===== config.mk =====
export PLATFORM = sky130hd
export DESIGN_NAME = crc8_stream
export DESIGN_NICKNAME = d
export VERILOG_FILES = /design/src/rtl/crc8_stream.sv
export SDC_FILE = /design/constraint.sdc
export NUM_CORES = 1
export LEC_CHECK = 0
export ABC_AREA = 1
export BUFFER_PORTS_ARGS = -buffer_cell sky130_fd_sc_hd__buf_4
export CORE_MARGIN = 4
export CORE_UTILIZATION = 50
export DETAILED_ROUTE_END_ITERATION = 8
export GPL_TIMING_DRIVEN = 0
export PLACE_DENSITY = 0.73
export SYNTH_ARGS = -nofsm -noshare
export SYNTH_HDL_FRONTEND = slang
export SYNTH_SLANG_ARGS = --single-unit

===== constraint.sdc =====
create_clock -name clk -period 1.6 [get_ports clk]
set_input_delay 0.32 -clock clk [delete_from_list [all_inputs] [get_ports clk]]
set_output_delay 0.32 -clock clk [all_outputs]
set_load 0.005 [all_outputs]

===== src/rtl/crc8_stream.sv =====
// -----------------------------------------------------------------------------
// crc8_stream
//   Computes a CRC-8 (MSB first, no reflection, no final XOR) and a saturating
//   byte count over packets delimited by in_sop / in_eop, one byte per clock.
//   The result is held on out_crc / out_len with out_valid until the consumer
//   takes it; the input side is stalled (in_ready = 0) while a result waits.
//
// Parameters
//   POLY      generator polynomial, implicit x^8 term
//   INIT      CRC register value at the start of every packet
//
// Ports
//   clk       rising-edge clock
//   rst_n     asynchronous active-low reset
//   in_valid  beat qualifier for in_data / in_sop / in_eop
//   in_ready  block can accept a beat this cycle
//   in_data   payload byte
//   in_sop    first byte of packet
//   in_eop    last byte of packet
//   out_valid result available
//   out_ready consumer accepts result
//   out_crc   final CRC of packet
//   out_len   byte count of packet, saturates at 16'hFFFF
//   err       one-cycle pulse on a protocol violation
//
// State   | meaning
// --------+------------------------------------------------------------------
// IDLE    | waiting for an sop beat; non-sop beats are dropped and flagged
// ACCUM   | inside a packet, folding bytes into the CRC
// DONE    | result presented on out_*, input stalled until out_ready
// -----------------------------------------------------------------------------
module crc8_stream #(
    parameter logic [7:0] POLY = 8'h07,
    parameter logic [7:0] INIT = 8'h00
) (
    input  logic        clk,
    input  logic        rst_n,
    input  logic        in_valid,
    output logic        in_ready,
    input  logic [7:0]  in_data,
    input  logic        in_sop,
    input  logic        in_eop,
    output logic        out_valid,
    input  logic        out_ready,
    output logic [7:0]  out_crc,
    output logic [15:0] out_len,
    output logic        err
);

    typedef enum logic [1:0] {
        ST_IDLE  = 2'd0,
        ST_ACCUM = 2'd1,
        ST_DONE  = 2'd2
    } state_t;

    state_t      state_q, state_d;
    logic [7:0]  crc_q, crc_d;
    logic [15:0] len_q, len_d;
    logic        err_q, err_d;
    logic        beat_acc;
    logic [7:0]  crc_from_init;
    logic [7:0]  crc_from_run;

    // Eight unrolled shift/XOR steps; synthesises to a flat XOR network so a
    // full byte is absorbed every cycle.
    function automatic logic [7:0] crc8_fold(input logic [7:0] crc,
                                             input logic [7:0] data);
        logic [7:0] c;
        c = crc ^ data;
        for (int i = 0; i < 8; i++) begin
            if (c[7]) begin
                c = (c << 1) ^ POLY;
            end else begin
                c = c << 1;
            end
        end
        return c;
    endfunction

    assign in_ready      = (state_q != ST_DONE);
    assign beat_acc      = in_valid && in_ready;
    assign crc_from_init = crc8_fold(INIT, in_data);
    assign crc_from_run  = crc8_fold(crc_q, in_data);

    always_comb begin
        state_d = state_q;
        crc_d   = crc_q;
        len_d   = len_q;
        err_d   = 1'b0;

        unique case (state_q)
            ST_IDLE: begin
                if (beat_acc) begin
                    if (in_sop) begin
                        crc_d   = crc_from_init;
                        len_d   = 16'd1;
                        state_d = in_eop ? ST_DONE : ST_ACCUM;
                    end else begin
                        // Orphan byte outside a packet: drop it, keep the
                        // previous result visible on out_*.
                        err_d = 1'b1;
                    end
                end
            end

            ST_ACCUM: begin
                if (beat_acc) begin
                    if (in_sop) begin
                        // Unexpected sop restarts the packet from this byte.
                        err_d   = 1'b1;
                        crc_d   = crc_from_init;
                        len_d   = 16'd1;
                        state_d = in_eop ? ST_DONE : ST_ACCUM;
                    end else begin
                        crc_d   = crc_from_run;
                        len_d   = (len_q == 16'hFFFF) ? len_q : len_q + 16'd1;
                        state_d = in_eop ? ST_DONE : ST_ACCUM;
                    end
                end
            end

            ST_DONE: begin
                // in_ready is low here, so nothing is accepted even in the
                // handshake cycle.
                if (out_ready) begin
                    state_d = ST_IDLE;
                end
            end

            default: begin
                state_d = ST_IDLE;
            end
        endcase
    end

    always_ff @(posedge clk or negedge rst_n) begin
        if (!rst_n) begin
            state_q <= ST_IDLE;
            crc_q   <= INIT;
            len_q   <= 16'd0;
            err_q   <= 1'b0;
        end else begin
            state_q <= state_d;
            crc_q   <= crc_d;
            len_q   <= len_d;
            err_q   <= err_d;
        end
    end

    assign out_valid = (state_q == ST_DONE);
    assign out_crc   = crc_q;
    assign out_len   = len_q;
    assign err       = err_q;

endmodule


# Word-level counts from Yosys, hierarchy flattened
# Index checks and enable logic that the tools add are counted.
# word_totals
wordCells,75
output_inout_bits,27
reg_bits,27
inputBits,14
# classes
bitwise,17
eq_ne,9
n_mux,38
add_sub_neg,1
n_reduce_logical,6
# ops
op,count
$mux W16,5
$mux W3,16
$not A3 Y3,16
$mux W8,4
$pmux W16 S2,1
$add A16 B1 Y16 const B,1
$eq A16 B16 Y1 const B,1
$pmux W8 S2,1
$mux W2,5
$ne A2 B2 Y1 const B,4
$reduce_and A4 Y1,2
$xor A8 B8 Y8,1
$pmux W2 S3,1
$reduce_and A5 Y1,1
$mux W1,4
$ne A3 B3 Y1 const B,1
$eq A2 B1 Y1 const B,1
$eq A2 B2 Y1 const B,1
$logic_not A2 Y1,1
$ne A2 B1 Y1 const B,1
$pmux W1 S2,1
$reduce_bool A2 Y1,1
$logic_and A1 B1 Y1,1

# Depth between registers and ports, before layout
# Gate-level depths: netlist of the first run.
# logic_depth
ltp_word,20
mapped_depth,11

# Least setup slack after synthesis of the first run
# OpenSTA, ideal clock, no wires.
# synth_timing
kind,register -> register
startpoint,"register len_q[0], in the netlist out_len[0]"
endpoint,"register len_q[10], in the netlist out_len[10]"
required_time_ns,1.483
setup_slack_ns,0.078
arrival_ns,1.405
path_stages_with_launch,12
n_path_buf,1
cell_sequence,dfrtp_1 -> ha_1 -> nand2_1 -> inv_2 -> nand2_4 -> nor2_8 -> nand4_4 -> nand2_4 -> inv_4 -> buf_12 -> nand3_2 -> nand2_1
# synth_via
elab_chain_cells,5
word_cells_on_any_way,8
cone_classes,add/sub: 1; eq/ne: 2; mux: 4; reduce/logical: 1
# synth_rtl
element,line_no,rtl
start: declaration,58,"logic [15:0] len_q, len_d;"
start signal: assignment,145,len_q <= len_d;
$add A16 B1 Y16,116,len_d = (len_q == 16'hFFFF) ? len_q : len_q + 16'd1;
$mux W16,116,
$mux W16,108,if (in_sop) begin
$mux W16,107,if (beat_acc) begin
$pmux W16 S2,91,unique case (state_q)
# Parallel ways exist; a longest one is shown, timed or not. The select of a mux whose other input is x is not followed.
# A chain may end at the register's enable or synchronous reset.

# Final worst setup path of the first run
# layout_timing
startpoint,"register len_q[0], in the netlist out_len[0]"
endpoint,"register len_q[14], in the netlist out_len[14]"
# The elaborated chain is that of the path after synthesis.

==> impl_metrics.json, run 1 <==
{
  "grt_pass1_wl_um": 9390,
  "num_antenna_cells": 0,
  "maxCapViolations": 0,
  "min_period_ps": 1583,
  "seq_area_frac_synth_pct": 30.75,
  "syn-mean-instance-area_um2": 6.823,
  "hold_path.class": "input port to register",
  "vias": 2199,
  "synth_edf_count": 0,
  "ctsHtreeMaxLevel": 1,
  "grtUsageTotal_pct": 21.73,
  "area_growth_pct": 26.94,
  "pin_count": 41,
  "fmax_mhz": 631.6,
  "synth_common_cells": "nand2_1 (125), inv_1 (31), nand3_1 (28)",
  "first_global_vias": 2128,
  "worstPathRequired_ps": 1780,
  "rows": 23,
  "worstMarginPinSlew_ps": 473.1,
  "cts_buffers": 3,
  "ys_types": 38,
  "cts_buffer_depth": 2,
  "hold_viol": 0,
  "cts_sinks": 27,
  "worst-setup-path-type": "register to register",
  "final_util_pct": 67.77,
  "die_height_um": 74.29,
  "initial_core_util_pct": 53.39,
  "firstDrtPassIters": 6,
  "wl_um": 5599,
  "setup_slack_ps": 16.84,
  "io_buffers": 40,
  "coreArea_um2": 4115,
  "synth_area_leaders": "dfrtp_1 (31%), nand2_1 (21%), nand3_1 (6.4%)",
  "drc": 0,
  "synth_cells": 322,
  "synth_nets": 337,
  "wire_per_inst_um": 12.96,
  "die_area_um2": 5519,
  "dpl.hpwl_um": 4040,
  "endpoint_kind": "register",
  "ys_seq_elements": 27,
  "grt_max_degree": 28,
  "hold_ws_ps": 226.5,
  "p_leak_uw": 0.001500,
  "clock_skew_ps": 2.247,
  "crit_path_max_fanout": 8,
  "yosysWarningCount": 0,
  "setup_viol": 0,
  "slew-limit-headroom_pct": 68.46,
  "cts.clk_slew.worst_paths_ps": 90,
  "slew_violations": 0,
  "yosys.cell_count.top_type": "nand2_1",
  "overflow": 0,
  "ir_drop_v": 0.0004728,
  "ant_nets": 0,
  "status": "finished clean",
  "viasPerCell": 5.090,
  "root_buffer": "clkbuf_8",
  "yosysTopAreaCellShare_pct": 30.75,
  "power_density_nw_per_um2": 815.2,
  "dieWidth_um": 74.29,
  "drt-initial-drc-count": 87,
  "async_flop_share_pct": 100.0,
  "crit_arrival_ps": 1770,
  "rsz0062_at_grt": "yes",
  "cts_tree": "yes",
  "dp_slack_ps": -48.71,
  "startpoint_type": "register",
  "nFillCells": 379,
  "gp_routability_congestion": 0.8091,
  "synthFlopType": "dfrtp_1",
  "drive_gt1_share_pct": 28.80,
  "synth.largest_area_cell": "dfrtp_1",
  "antenna_found_initial": 0,
  "period_share_pct": 98.95,
  "final_net_count": 398,
  "clock_latency_ps": 280,
  "netlist_area_um2": 2197
}
==> placed cells by master (no fill, tap or decap), drive strengths merged <==
| cell | count |
|---|---|
| dfrtp | 27 |
| xor2 | 11 |
| nor2 | 31 |
| o21ai | 16 |
| dlygate4sd3 | 1 |
| nand3b | 1 |
| nor3b | 1 |
| a21oi | 4 |
| and3 | 1 |
| nand3 | 35 |
| nor3 | 4 |
| inv | 37 |
| buf | 60 |
| xnor2 | 10 |
| a211oi | 1 |
| nand4 | 3 |
| clkbuf | 7 |
| ha | 1 |
| nand2 | 128 |
| o22ai | 3 |
==> power by group <==
part           internal, uW  total, uW  switching (uW)  leakage (uW)
sequential              757        827            70.1      0.000356
clock                   179        404             224     0.0000228
combinational           462       1040             581       0.00112
==> cell type report <==
type | instances | area, um2 | share of cell area (%)
Clock buffer | 4 | 45.04 | 1.615
Timing Repair Buffer | 56 | 444.2 | 15.93
Inverter | 37 | 146.4 | 5.249
Tap cell | 50 | 62.56 | 2.243
Multi-Input combinational cell | 250 | 1345 | 48.23
Buffer | 8 | 67.56 | 2.423
Sequential cell | 27 | 678.2 | 24.32
==> critical path, cell delays in order, from the launching register on <==
cell,delay [ps]
dfrtp_1,370
ha_2,200
nand2_2,60
inv_2,80
nand2_4,70
nor2_8,120
nand4_4,110
nand2_4,140
inv_8,60
clkbuf_16,160
nand3_2,60
nand2_2,40
==> kinds of logic after synthesis <==
family | count (synthesis) | share of synthesized area [%]
fa+ha+maj | 1 | 0.5694
compound gates | 24 | 7.176
simple gates | 204 | 42.48
buf+inv | 45 | 9.282
xor+xnor | 21 | 9.738
flops | 27 | 30.75
==> state kept, by name (all words and copies together) (netlist names) <==
signal and cells:
out_len 16, out_crc 8, state_q 2, err 1
==> path summary, 6_finish.rpt <==
kind,startpoint,endpoint,slack [ps],depth (start not counted)
worst max-delay path,out_len[0],out_len[14],20,11
worst min-delay path,in_eop,state_q[0],230,2
worst max register to register,out_len[0],out_len[14],20,11
worst min register to register,out_crc[2],out_crc[2],540,2
max in group asynchronous,rst_n,out_crc[7],830,2
min in group asynchronous,rst_n,out_len[2],490,2
==> repair_timing <==
action / in CTS / in global routing
hold endpoints to repair: 27 / 0
gates cloned: 0 / 1
endpoints found under the setup margin: 11 / 21
gates resized for setup: 1 / 22
pin swaps: 4 / 6
hold buffers: 1 / 0
setup buffers: 7 / 7
==> metrics by stage <==
step / TNS (ps) / cell area (um2) / power (uW) / instances
after floorplan: 0 / 2197 / 1497 / 322
after global placement: -515.6 / 2560 / 1781 / 412
after detailed placement: -319.0 / 2560 / 1802 / 412
after CTS: 0 / 2670 / 2226 / 424
after global routing: -563.0 / 2789 / 2466 / 432
final: 0 / 2789 / 2274 / 432
==> metal layers <==
| layer | routed length, um | vias to the layer above | part of all wire [%] | global-route usage (%) |
|---|---|---|---|---|
| met5 | 0 | - | 0 | 0 |
| met4 | 106 | 0 | 1.9 | 6.719 |
| met3 | 236 | 9 | 4.2 | 2.432 |
| met2 | 2843 | 44 | 51 | 39.76 |
| met1 | 2413 | 1021 | 43 | 26.68 |
| li1 | - | 1125 | - | - |
Power figures use the tool's default switching activity.
==> run 2: changes to the inputs <==
- CORE_UTILIZATION: 50 -> 45
- CTS_CLUSTER_SIZE: default -> 28
- PLACE_DENSITY: 0.73 -> 0.67
- clock period: 1.6 -> 1.58 ns (I/O delays scaled with it)
==> run 2 against run 1 <==
Compared with the run above:
- routed wire length down 6.0%
- via count shrank 2.8%
- register-to-register slack gained 30 ps
- global-route usage decreased by 3.3 points
- combinational power about the same
- power down 1.0%
- clock power shrank 2%
- critical endpoint is now out_len[7]
==> impl_metrics.json, run 2 (synthesis results as in run 1) <==
{
  "status": "finished clean",
  "ir_drop_v": 0.0003419,
  "use_met2_pct": 31.93,
  "die_area_um2": 6065,
  "crit_slowest_cell": "dfrtp_1",
  "dieWidth_um": 77.88,
  "drive_gt1_share_pct": 26.79,
  "cp_num_buf_inv": 3,
  "initial_core_util_pct": 46.52,
  "area_growth_pct": 25.51,
  "crit_arrival_ps": 1700,
  "worstMarginPinSlew_ps": 449.4,
  "gp_routability_congestion": 0.8449,
  "internal_power_uw": 1393,
  "io_buffers": 40,
  "cp_top_family": "simple AND/OR/NAND/NOR gates",
  "endpoint_kind": "register",
  "clock_skew_ps": 5.833,
  "slew_violations": 0,
  "nFillCells": 464,
  "r2r_start": "out_len[0]",
  "combPwrFrac_pct": 45.1,
  "wire_per_inst_um": 11.85,
  "ant_nets": 0,
  "num_antenna_cells": 0,
  "rows": 25,
  "firstDrtPassIters": 4,
  "min_to": "state_q[0]",
  "use_met1_pct": 22.95,
  "hold_path.class": "input port to register",
  "final_util_pct": 58.38,
  "clock_latency_ps": 270,
  "startpoint_type": "register",
  "cts_buffers": 3,
  "grt_pass1_wl_um": 9135,
  "period_share_pct": 97.30,
  "largest_reg_flops": 16,
  "cts_buffer_depth": 2,
  "overflow": 0,
  "r2r-end": "out_len[7]",
  "pin_count": 41,
  "power_density_nw_per_um2": 816.1,
  "hold_path_depth": 2,
  "vias": 2137,
  "drc": 0,
  "setup_viol": 0,
  "rrSetupSlack_ps": 40,
  "multi_input_area_um2": 1350,
  "busiest_layer": "met2",
  "grtUsageTotal_pct": 18.42,
  "antenna_found_initial": 0,
  "dpl.cell_count": 429,
  "cts_sinks": 27,
  "cts.clk_slew.worst_paths_ps": 90,
  "slew-limit-headroom_pct": 70.04,
  "switching_share_pct": 38.10,
  "layout.cells.non_filler": 444,
  "p_switching_uw": 857.4,
  "grt_max_degree": 28,
  "root_buffer": "clkbuf_8",
  "first_global_vias": 2074,
  "maxCapViolations": 0,
  "final_net_count": 393,
  "hold_viol": 0,
  "cts_tree": "yes",
  "grt_use_met3_pct": 2.668,
  "viasPerCell": 4.813,
  "clockPowerShare_pct": 17.6,
  "wl_um": 5263,
  "drt-initial-drc-count": 41,
  "mostFrequentLayoutCells": "nand2_1 (124), buf_4 (50), inv_1 (29)",
  "crit_path_max_fanout": 10,
  "fmax_mhz": 650.5,
  "max_stage_delay_ps": 410,
  "die_height_um": 77.88,
  "register_area_um2": 680.7,
  "final_common_cell": "nand2_1",
  "coreArea_um2": 4723,
  "worstPathRequired_ps": 1750,
  "ff2ff_path_depth": 11,
  "min_period_ps": 1537,
  "rsz0062_at_grt": "yes",
  "p_seq_share_pct": 37.4,
  "hp-start": "in_eop",
  "dpl.hpwl_um": 3990,
  "ctsHtreeMaxLevel": 1,
  "crit_chain": "ha_4, nand2_2, inv_2, nand2_4, nor2_8, nand4_4, nand2_4, inv_6, buf_12, nand2_1, nand2_1",
  "worst-setup-path-type": "register to register",
  "p_leak_uw": 0.001461
}
==> run 2: changes by cell type in the layout (fill, tap and decap cells not counted), moves of 2 or more <==
cell / previous run / this run
dfrtp_2: 2 / 4
nand2_1: 119 / 124
buf_2: 1 / 3
buf_4: 56 / 50
nand2_2: 7 / 2
inv_2: 8 / 6
dfrtp_1: 25 / 23
==> run 2: worst max-delay path by stage <==
stage                          start  slack [ps]  cells after the start           to
after floorplan           out_len[0]          60                     11  out_len[10]
after global placement    out_len[1]         -80                     11  out_len[14]
after detailed placement  out_len[1]         -80                     11  out_len[15]
after CTS                 out_crc[7]           6                      9   out_crc[0]
after global routing      out_len[0]         -70                     11  out_len[15]
final                     out_len[0]          40                     11   out_len[7]
==> run 2: timing repair <==
| action | CTS | global route |
|---|---|---|
| gates resized for setup | 1 | 16 |
| pin swaps | 4 | 10 |
| gates cloned | 0 | 0 |
| endpoints found under the setup margin | 13 | 21 |
| hold buffers | 1 | 0 |
| buffers inserted | 6 | 5 |
| endpoints found under the hold margin | 27 | 0 |
==> run 2: metal layers <==
| metal | part of all wire, % | vias to the layer above |
|---|---|---|
| met4 | 1.4 | 0 |
| li1 | - | 1115 |
| met2 | 49 | 37 |
| met5 | 0 | - |
| met3 | 3.7 | 8 |
| met1 | 45 | 977 |
==> run 2: layout make-up <==
class,instances,share of cell area (%)
sequential,27,24.68
tap,67,3.040
inverter,37,5.309
buffer,8,2.269
clock buffer,4,1.633
multi-input combinational,250,48.96
timing repair buffer,51,14.11
==> run 2: per-stage QoR <==
step | power (uW) | worst slack [ps] | cell area (um2) | hold WS [ps] | setup TNS, ps
floorplan | 1516 | 58.14 | 2197 | 20.41 | 0
global placement | 1807 | -79.50 | 2581 | 257.0 | -637.9
detailed placement | 1820 | -75.91 | 2581 | 258.8 | -622.2
CTS | 2243 | 5.507 | 2684 | 224.6 | 0
global route | 2445 | -69.48 | 2758 | 217.9 | -578.0
finish | 2250 | 42.74 | 2758 | 232.8 | 0
==> run 2: power by group through the flow <==
stage          registers (uW)  logic [uW]  clock network [uW]
6_report                  841        1010                 395
5_1_grt                   855        1140                 446
4_1_cts                   842         991                 410
3_5_place_dp              860         960                   0
3_3_place_gp              859         948                   0
2_1_floorplan             854         662                   0
==> run 3: changes to the inputs <==
- GPL_TIMING_DRIVEN: 0 -> default
==> run 3 against run 2 <==
Compared with the run above:
- the flow now finishes with violations (negative setup slack)
- highest routed layer unchanged
- fmax down 3.3%
- via count increased by 0.70%
- critical endpoint is now out_len[2]
- routed wire length is 7.8% higher
- critical path type unchanged
- largest power group unchanged
- hold slack got worse by 12 ps
==> impl_metrics.json, run 3 (synthesis results as in run 1) <==
{
  "setup_viol": 1,
  "grt_max_degree": 28,
  "clock_latency_ps": 280,
  "clock_skew_ps": 2.969,
  "drc": 0,
  "ant_nets": 0,
  "initial_core_util_pct": 46.52,
  "setup_slack_ps": -9.818,
  "wl_met3_um": 203,
  "root_buffer": "clkbuf_8",
  "worstMarginPinSlew_ps": 366.6,
  "mostFrequentLayoutCells": "nand2_1 (117), buf_4 (53), inv_1 (29)",
  "rows": 25,
  "vias": 2152,
  "io_buffers": 40,
  "ir_drop_v": 0.0004130,
  "area_growth_pct": 26.48,
  "hold_path_depth": 2,
  "slew-limit-headroom_pct": 75.56,
  "crit_path_max_fanout": 16,
  "viasPerCell": 4.880,
  "r2r-end": "out_len[2]",
  "first_global_vias": 2113,
  "cts.clk_slew.worst_paths_ps": 100,
  "num_antenna_cells": 0,
  "hold_path.class": "input port to register",
  "min_period_ps": 1590,
  "crit_slowest_cell": "dfrtp_1",
  "rsz0062_at_grt": "yes",
  "grt_pass1_wl_um": 9390,
  "period_share_pct": 100.6,
  "die_area_um2": 6065,
  "maxCapViolations": 0,
  "slew_violations": 0,
  "postLayoutCellArea_um2": 2779,
  "r2r_start": "out_len[1]",
  "finalSetupTns_ps": -9.818,
  "worst-setup-path-type": "register to register",
  "ff2ff_path_depth": 10,
  "wl_um": 5671,
  "worstPathRequired_ps": 1750,
  "wl_met1_um": 2590,
  "firstDrtPassIters": 4,
  "endpoint_kind": "register",
  "hold_viol": 0,
  "p_leak_uw": 0.001475,
  "status": "finished, violations left",
  "cts_sinks": 27,
  "dpl.hpwl_um": 4142,
  "largest_reg_flops": 16,
  "postPlaceCellArea_um2": 2601,
  "overflow": 0,
  "rrSetupSlack_ps": -10,
  "final_common_cell": "nand2_1",
  "pin_count": 41,
  "gp_routability_congestion": 0.8697,
  "drive_gt1_share_pct": 28.88,
  "wire_per_inst_um": 12.86,
  "cts_buffers": 3,
  "antenna_found_initial": 0,
  "ctsHtreeMaxLevel": 1,
  "max_stage_delay_ps": 370,
  "die_height_um": 77.88,
  "cts_buffer_depth": 2,
  "final_net_count": 390,
  "min_to": "state_q[0]",
  "dp_slack_ps": 6.311,
  "hp-start": "in_eop",
  "crit_chain": "ha_2, nand2_2, inv_2, nand2_4, nor2_8, nand4_4, nand2_8, inv_8, nand3_1, o21ai_0",
  "cts_tree": "yes",
  "power_density_nw_per_um2": 820.1,
  "coreArea_um2": 4723,
  "startpoint_type": "register",
  "highest_layer": "met4",
  "drt-initial-drc-count": 82,
  "grtUsageTotal_pct": 18.93,
  "route.met2.wl_um": 2807,
  "crit_arrival_ps": 1760,
  "dieWidth_um": 77.88,
  "violations": "negative setup slack",
  "fmax_mhz": 629.0
}
run 3: layout make-up:
class                           instances  area (um2)
Clock buffer                            4       45.04
Sequential cell                        27       678.2
Fill cell                             480        1944
Tap cell                               67       83.83
Inverter                               37       146.4
Timing Repair Buffer                   56       447.9
Multi-Input combinational cell        250        1378
run 3: worst max-delay path, delay by kind of cell (launching register included):
family          cells  cell delay, ps
flops               1             370
compound gates      1              80
fa+ha+maj           1             210
buf+inv             2             160
simple gates        6             640
run 3: worst max path at each step:
stage / from / to / slack, ps / cells after the start
final: out_len[1] / out_len[2] / -10 / 10
after global routing: out_len[1] / out_len[7] / -80 / 10
after CTS: out_len[0] / out_len[3] / 0.09 / 10
after detailed placement: out_len[0] / out_len[3] / 6 / 10
after global placement: out_len[0] / out_len[4] / 60 / 10
after floorplan: out_len[0] / out_len[10] / 60 / 11
run 3: layer usage:
layer / vias up / track usage [%]
met2: 41 / 32.96
li1: 1113 / -
met3: 6 / 2.320
met1: 992 / 24.02
met4: 0 / 6.406
met5: - / 0
run 3: timing repair:
item / 4_1_cts / 5_1_grt
endpoints found under the hold margin: 27 / 0
hold buffers: 1 / 0
gates resized for setup: 3 / 24
gates cloned: 0 / 1
pin swaps: 0 / 9
endpoints found under the setup margin: 3 / 20
buffers inserted: 0 / 3
run 3: power by group:
group | switching [uW] | internal [uW] | total, uW | leakage (uW)
clock | 235 | 181 | 416 | 0.0000228
combinational | 566 | 445 | 1010 | 0.00110
sequential | 86.3 | 765 | 851 | 0.000356
total | 887 | 1390 | 2280 | 0.00147
run 3: through the flow:
step                std cells  hold slack, ps  util [%]  total power [uW]
global placement          432           253.7     55.07              1818
finish                    441           220.6     58.83              2279
detailed placement        432           259.4     55.07              1838
floorplan                 322           20.41         -              1516
global route              441           223.9     58.83              2451
CTS                       437           217.5     56.45              2259
